$ cat config.mk
export PLATFORM = sky130hd
export DESIGN_NAME = reg_file_rename
export DESIGN_NICKNAME = d
export VERILOG_FILES = /design/src/rtl/reg_file_rename_pkg.sv /design/src/rtl/reg_file_rename_read_port.sv /design/src/rtl/reg_file_rename.sv
export SDC_FILE = /design/constraint.sdc
export NUM_CORES = 2
export LEC_CHECK = 0
export BUFFER_PORTS_ARGS = -buffer_cell sky130_fd_sc_hd__buf_2
export CAP_MARGIN = 20
export CORE_MARGIN = 5
export CORE_UTILIZATION = 28
export CTS_BUF_LIST = sky130_fd_sc_hd__clkbuf_4 sky130_fd_sc_hd__clkbuf_8 sky130_fd_sc_hd__clkbuf_16
export CTS_CLUSTER_DIAMETER = 30
export DETAILED_ROUTE_END_ITERATION = 10
export GPL_ROUTABILITY_DRIVEN = 0
export PLACE_DENSITY_LB_ADDON = 0.12
export SETUP_SLACK_MARGIN = 0.1
export SLEW_MARGIN = 20
export SYNTH_ARGS = -nofsm -noshare
export SYNTH_HDL_FRONTEND = slang
export SYNTH_SLANG_ARGS = --single-unit
$ cat constraint.sdc
create_clock -name clk_in -period 14.2 [get_ports clk_in]
set_clock_uncertainty 0.05 [all_clocks]
set_input_delay 2.84 -clock clk_in [delete_from_list [all_inputs] [get_ports clk_in]]
set_output_delay 2.84 -clock clk_in [all_outputs]
set_load 0.01 [all_outputs]
$ cat src/rtl/reg_file_rename_pkg.sv
// reg_file_rename_pkg: shared widths and types for the renaming register file.
package reg_file_rename_pkg;
    localparam int REG_NUM     = 32;
    localparam int REG_IDX_BIT = 5;
    localparam int ROB_TAG_BIT = 4;
    localparam int XLEN        = 32;

    typedef logic [REG_IDX_BIT-1:0] reg_idx_t;
    typedef logic [ROB_TAG_BIT-1:0] tag_t;
    typedef logic [XLEN-1:0]        word_t;
endpackage

$ cat src/rtl/reg_file_rename_read_port.sv
// reg_file_rename_read_port: one operand lookup, resolving the architectural value,
// a same-cycle commit bypass, a ready ROB entry, or the tag still to wait on.
module reg_file_rename_read_port
    import reg_file_rename_pkg::*;
(
    input  reg_idx_t rs,
    input  word_t    reg_val,
    input  logic     reg_busy,
    input  tag_t     reg_tag,
    input  logic     commit_valid,
    input  tag_t     commit_rob_id,
    input  word_t    commit_val,
    input  logic     rob_ready,
    input  word_t    rob_val,
    output tag_t     rob_id,
    output word_t    val,
    output logic     has_dep,
    output tag_t     dep
);
    logic live;
    logic bypass;

    always_comb begin
        live    = (rs != '0) && reg_busy;
        bypass  = live && commit_valid && (commit_rob_id == reg_tag);
        has_dep = live && !bypass && !rob_ready;
        rob_id  = (rs == '0) ? '0 : reg_tag;
        dep     = rob_id;
        val     = !live   ? ((rs == '0) ? '0 : reg_val) :
                  bypass  ? commit_val :
                  rob_ready ? rob_val : '0;
    end
endmodule

$ cat src/rtl/reg_file_rename.sv
// reg_file_rename: architectural register file with per-register ROB rename tags,
// retired on commit, flushed on mispredict, looked up combinationally by the decoder.
module reg_file_rename
    import reg_file_rename_pkg::*;
(
    input  logic     clk_in,
    input  logic     rst_in,
    input  logic     rdy_in,
    input  logic     clear_flag,
    input  reg_idx_t commit_rd,
    input  word_t    commit_val,
    input  tag_t     commit_rob_id,
    input  reg_idx_t rename_rd,
    input  tag_t     rename_rob_id,
    input  reg_idx_t dec_rs1,
    input  reg_idx_t dec_rs2,
    output tag_t     rob_rs1_id,
    input  logic     rob_rs1_ready,
    input  word_t    rob_rs1_val,
    output tag_t     rob_rs2_id,
    input  logic     rob_rs2_ready,
    input  word_t    rob_rs2_val,
    output word_t    rs1_val,
    output logic     rs1_has_dep,
    output tag_t     rs1_dep,
    output word_t    rs2_val,
    output logic     rs2_has_dep,
    output tag_t     rs2_dep
);
    word_t val  [REG_NUM];
    logic  busy [REG_NUM];
    tag_t  tag  [REG_NUM];

    // x0 is never written, so it stays at its reset value of zero.
    always_ff @(posedge clk_in or negedge rst_in) begin
        if (!rst_in) begin
            for (int i = 0; i < REG_NUM; i++) begin
                val[i]  <= '0;
                busy[i] <= 1'b0;
                tag[i]  <= '0;
            end
        end else if (rdy_in) begin
            for (int i = 1; i < REG_NUM; i++) begin
                if (commit_rd == REG_IDX_BIT'(i))
                    val[i] <= commit_val;
                if (clear_flag) begin
                    busy[i] <= 1'b0;
                    tag[i]  <= '0;
                end else if (rename_rd == REG_IDX_BIT'(i)) begin
                    busy[i] <= 1'b1;
                    tag[i]  <= rename_rob_id;
                end else if (commit_rd == REG_IDX_BIT'(i) && busy[i] && tag[i] == commit_rob_id) begin
                    busy[i] <= 1'b0;
                end
            end
        end
    end

    reg_file_rename_read_port u_rs1 (
        .rs            (dec_rs1),
        .reg_val       (val[dec_rs1]),
        .reg_busy      (busy[dec_rs1]),
        .reg_tag       (tag[dec_rs1]),
        .commit_valid  (commit_rd != '0),
        .commit_rob_id (commit_rob_id),
        .commit_val    (commit_val),
        .rob_ready     (rob_rs1_ready),
        .rob_val       (rob_rs1_val),
        .rob_id        (rob_rs1_id),
        .val           (rs1_val),
        .has_dep       (rs1_has_dep),
        .dep           (rs1_dep)
    );

    reg_file_rename_read_port u_rs2 (
        .rs            (dec_rs2),
        .reg_val       (val[dec_rs2]),
        .reg_busy      (busy[dec_rs2]),
        .reg_tag       (tag[dec_rs2]),
        .commit_valid  (commit_rd != '0),
        .commit_rob_id (commit_rob_id),
        .commit_val    (commit_val),
        .rob_ready     (rob_rs2_ready),
        .rob_val       (rob_rs2_val),
        .rob_id        (rob_rs2_id),
        .val           (rs2_val),
        .has_dep       (rs2_has_dep),
        .dep           (rs2_dep)
    );
endmodule
# Word level (Yosys, flattened, before mapping)
# Cells that the tools add are included.
# word_totals
register_bits	1147
inputBits	130
wordCells	611
# classes
order_cmp	2
n_eq_ne	95
mux	183
bitwise	2
n_reduce_logical	236
# ops
operator	n
$mux 32	12
$bmux 32 s5	2
$mux 4	68
$reduce_and 2->1	93
$eq 5x5->1 const B	32
$eq 4x4->1	33
$mux 1	97
$reduce_bool 3->1	31
$eq 5x4->1 const B	16
$logic_and 1x1->1	72
$reduce_bool 2->1	31
$bmux 4 s5	2
$eq 5x3->1 const B	8
$eq 5x2->1 const B	4
$reduce_bool 5->1	3
$ge 6x6->1 const B	2
$not 5->6	2
$bmux 1 s5	2
$eq 5x1->1 const B	2
$logic_not 5->1	2
$logic_not 1->1	4

# Longest topological paths before layout
# logic_depth
depth_word	10
mapped_depth	13

# Modules after synthesis
# From an unflattened synthesis, not the netlist that was laid out.
# hier_totals
hier_cells	4885
hier_area_um2	65079.9
# modules_own_cells
module	n_inst	cells_per_inst	area_each_um2
reg_file_rename	1	4619	63258.2
reg_file_rename_read_port	2	133	910.9

# Least setup slack after synthesis
# Ideal clock, no wire load.
# synth_path
path_type	input port to output port
from	input port dec_rs1[0]
to	output port rs1_val[10]
arrival_time_ps	5589
setup_slack_ps	5721
cell_stages	10
n_path_buf	5
path_cell_list	buf_4 > buf_6 > buf_2 > buf_6 > clkbuf_1 > mux4_2 > mux4_2 > mux2i_1 > nor2_1 > a221o_1
# synth_via
elab_chain_len	9
elab_cells_between_ends	19
cone_classes	eq/ne (1); mux (12); bitwise (1); reduce/logical (5)
# synth_lines
element	line_no	text
start, declared	reg_file_rename.sv:15	input reg_idx_t dec_rs1,
parallel branches: the longest is 8 deep, another holds $mux 32	n/a	
$mux 32 *	reg_file_rename_read_port.sv:29	val = !live ? ((rs == '0) ? '0 : reg_val) :
end, declared	reg_file_rename.sv:23	output word_t rs1_val,
# Every way passes the cells marked *. The select of a mux whose other input is x is not followed.

# Final worst setup path
# layout_path
from	input port dec_rs2[0]
to	output port rs2_val[14]
# layout_via
elab_chain_len	9
elab_cells_between_ends	19
cone_classes	eq/ne (1); mux (12); bitwise (1); reduce/logical (5)
# layout_lines
element	line_no	text
start, declared	reg_file_rename.sv:16	input reg_idx_t dec_rs2,
parallel branches: the longest is 8 deep, another holds $mux 32	n/a	
$mux 32 *	reg_file_rename_read_port.sv:29	
end, declared	reg_file_rename.sv:26	output word_t rs2_val,
# Marks and branches as above.

==> impl_metrics.yaml <==
route:
  wl_per_cell_microns: 31.50
  viasPerCell: 5.414
  initialDrtViolationCount: 2910
  vias: 43110
  first_pass_iters: 5
  postRouteAntennaNets: 0
  totalWireLength_microns: 250800
  drcViolationCount: 0
grt:
  antenna_found_initial: 20
  grt_pass1_vias: 46490
  grt.total_usage_pct: 20.92
  grt_first_pass_wirelength_microns: 360700
  gr-total-overflow: 0
  grt_max_degree: 165
clock_network:
  clock-sinks: 1147
  htree_levels: 5
  clk_pin_slew_worst_paths_ns: 0.04
  clk-insertion-delay-late_ns: 0.92
  cts_hold_buf: 0
  clock_tree.root_cell: "clkbuf_16"
  cts_buffer_depth: 4
  post_cts_buffers: 0
  cts_tree: "built"
  ctsResizeCount: 0
  numCtsBuffers: 367
timing:
  slew_viol_final: 0
  rsz0062_at_grt: "false"
  tns_ns: 0
  finalHoldViolCount: 0
  min_period_ns: 10.35
  fmax_mhz: 96.65
  tightest_slew_ns: 1.139
  min_period_over_period_pct: 72.87
  slew_headroom_pct: 24.09
  finalSetupViolCount: 0
place:
  port_buffers: 211
  post_dp_cell_area_sq_um: 68440
  dp_hpwl_microns: 140700
  dp.cells: 7314
synthesis:
  synthArstFlopShare_pct: 100.0
  synth_area_per_cell_sq_um: 14.48
  synth_top_area_share_pct: 44.60
  yosysMostFrequentCell: "dfrtp_1"
  synth_edf_count: 0
  synth_cell_type_count: 68
  synth.area.top_cells: "dfrtp_1 (45%), mux4_2 (22%), mux2_2 (19%), clkbuf_1 (1.8%), mux2i_1 (1.5%)"
  ys_ff_latch: 1147
  synth_area_sq_um: 64360
  ys_seq_area_share_pct: 44.60
  synthTopCellsByCount: "dfrtp_1 (1147), mux2_2 (1094), mux4_2 (624), clkbuf_1 (303), nor2_1 (174)"
  yosys.area.top_type: "dfrtp_1"
  syn_inst: 4446
  yosysWarnings: 37
  synth_ff_type: "dfrtp_1"
  syn-num-nets: 4576
final_layout:
  drive_gt1_share_pct: 55.61
  post-route-cell-area_sq_um: 81070
  finalNetCount: 4787
  final_cells: 7963
  syn_to_final_growth_pct: 25.95
critical_path:
  rr_endpoint: "busy[29]"
  crit_type: "primary input to output port"
  end_kind: "output port"
  cp_data_required_time_ns: 11.31
  r2r_start: "tag[117]"
  reg2reg_slack_ns: 12.48
  worstSetupStartpointType: "primary input"
  worstPathArrival_ns: 7.46
  crit_fanout: 74
  r2r_cells: 4
floorplan:
  start_util_pct: 28.05
  die_w_microns: 489.4
  die_h_microns: 489.4
  num_rows: 176
  ios: 212
  core_sq_um: 229500
  dieArea_sq_um: 239500
flow_run:
  drv_cap: 0
min_path:
  hold_path_depth: 1
  hold_class: "flop to flop"
  holdCritStartpoint: "val[562]"
  min_to: "val[562]"
pwr:
  ir_drop_mv: 0.1540
  power.internal_mw: 11.06
  p_sw_share_pct: 24.70
  p_seq_share_pct: 29.5
  p_sw_mw: 3.626
  p_leak_nw: 34.70
  combinationalPowerShare_pct: 14.8
  clkPwrFrac_pct: 55.7
  p_per_area_nw_per_um2: 181.1
run_status:
  run_status: "completed"
worst max-delay path by stage:
stage / from / endpoint / slack (ns)
6_report: dec_rs2[0] / rs2_val[14] / 3.85
5_1_grt: dec_rs2[0] / rs2_val[14] / 3.50
4_1_cts: dec_rs2[0] / rs2_val[14] / 3.77
3_5_place_dp: dec_rs2[0] / rs2_val[14] / 3.75
3_3_place_gp: dec_rs2[0] / rs2_val[14] / 3.79
2_1_floorplan: dec_rs1[0] / rs1_val[10] / 5.72
layer usage:
layer | wire [microns] | vias to the layer above | part of all wire, % | track usage, %
li1 | - | 17760 | - | -
met1 | 110800 | 23650 | 44 | 28.36
met2 | 120400 | 1303 | 48 | 34.09
met3 | 12400 | 391 | 4.9 | 3.791
met4 | 7276 | 4 | 2.9 | 6.583
met5 | 34 | - | 0.014 | 0
logic make-up after synthesis:
kind of cell,synth area share (%)
flops,44.60
mux,42.86
buf+inv,3.204
compound gates,4.014
xor+xnor,1.715
simple gates,3.610
sequential cells by signal (all words and copies together), names as in the netlist:
register and count:
val 992, busy 31, tag 124
worst max-delay path, cell delays in order:
cell       delay (ns)
buf_8            0.62
buf_4            0.90
mux4_2           0.60
nor2_1           0.11
o32a_1           0.23
a21boi_0         0.10
o2111ai_1        0.46
o311a_4          0.85
a221o_1          0.34
buf_2            0.15
metrics by stage:
stage | utilization [%] | worst slack [ns] | power (mW) | hold WS [ns]
5_1_grt | 35.32 | 3.501 | 15.27 | 0.4807
3_3_place_gp | 29.80 | 3.787 | 6.505 | 0.4511
2_1_floorplan | - | 5.721 | 5.817 | 0.4311
4_1_cts | 35.32 | 3.768 | 14.84 | 0.4688
3_5_place_dp | 29.83 | 3.750 | 6.552 | 0.4597
6_report | 35.33 | 3.853 | 14.68 | 0.4650
power by group through the flow:
stage               logic, mW  clock network (mW)  registers, mW
detailed placement       2.19                   0           4.36
floorplan                1.62                   0           4.20
global route             2.34                8.52           4.41
global placement         2.16                   0           4.34
CTS                      2.20                8.32           4.32
finish                   2.17                8.18           4.33
area by class of cell:
class	count	area [sq um]
repair buffers	309	1989
multi-input cells	2819	33910
well taps	3026	3786
diodes	8	20.02
inverters	13	60.06
fillers	22120	148400
clock inverters	131	1637
clock buffers	510	10960
flip-flops and latches	1147	28700
layout by cell type, fill, tap and decap left out, drive strengths merged, types with 35 or more instances in the layout:
master	netlist	final
mux2	1095	1095
bufinv	0	36
a221o	64	64
buf	164	309
nor3	62	62
clkbuf	303	510
xnor2	48	48
xor2	78	78
mux4	632	632
nor2	174	174
a22o	35	35
o21ai	134	134
nand2	159	159
dfrtp	1147	1147
mux2i	99	99
clkinv	2	86
No activity file was read; power rests on OpenSTA's default activity.
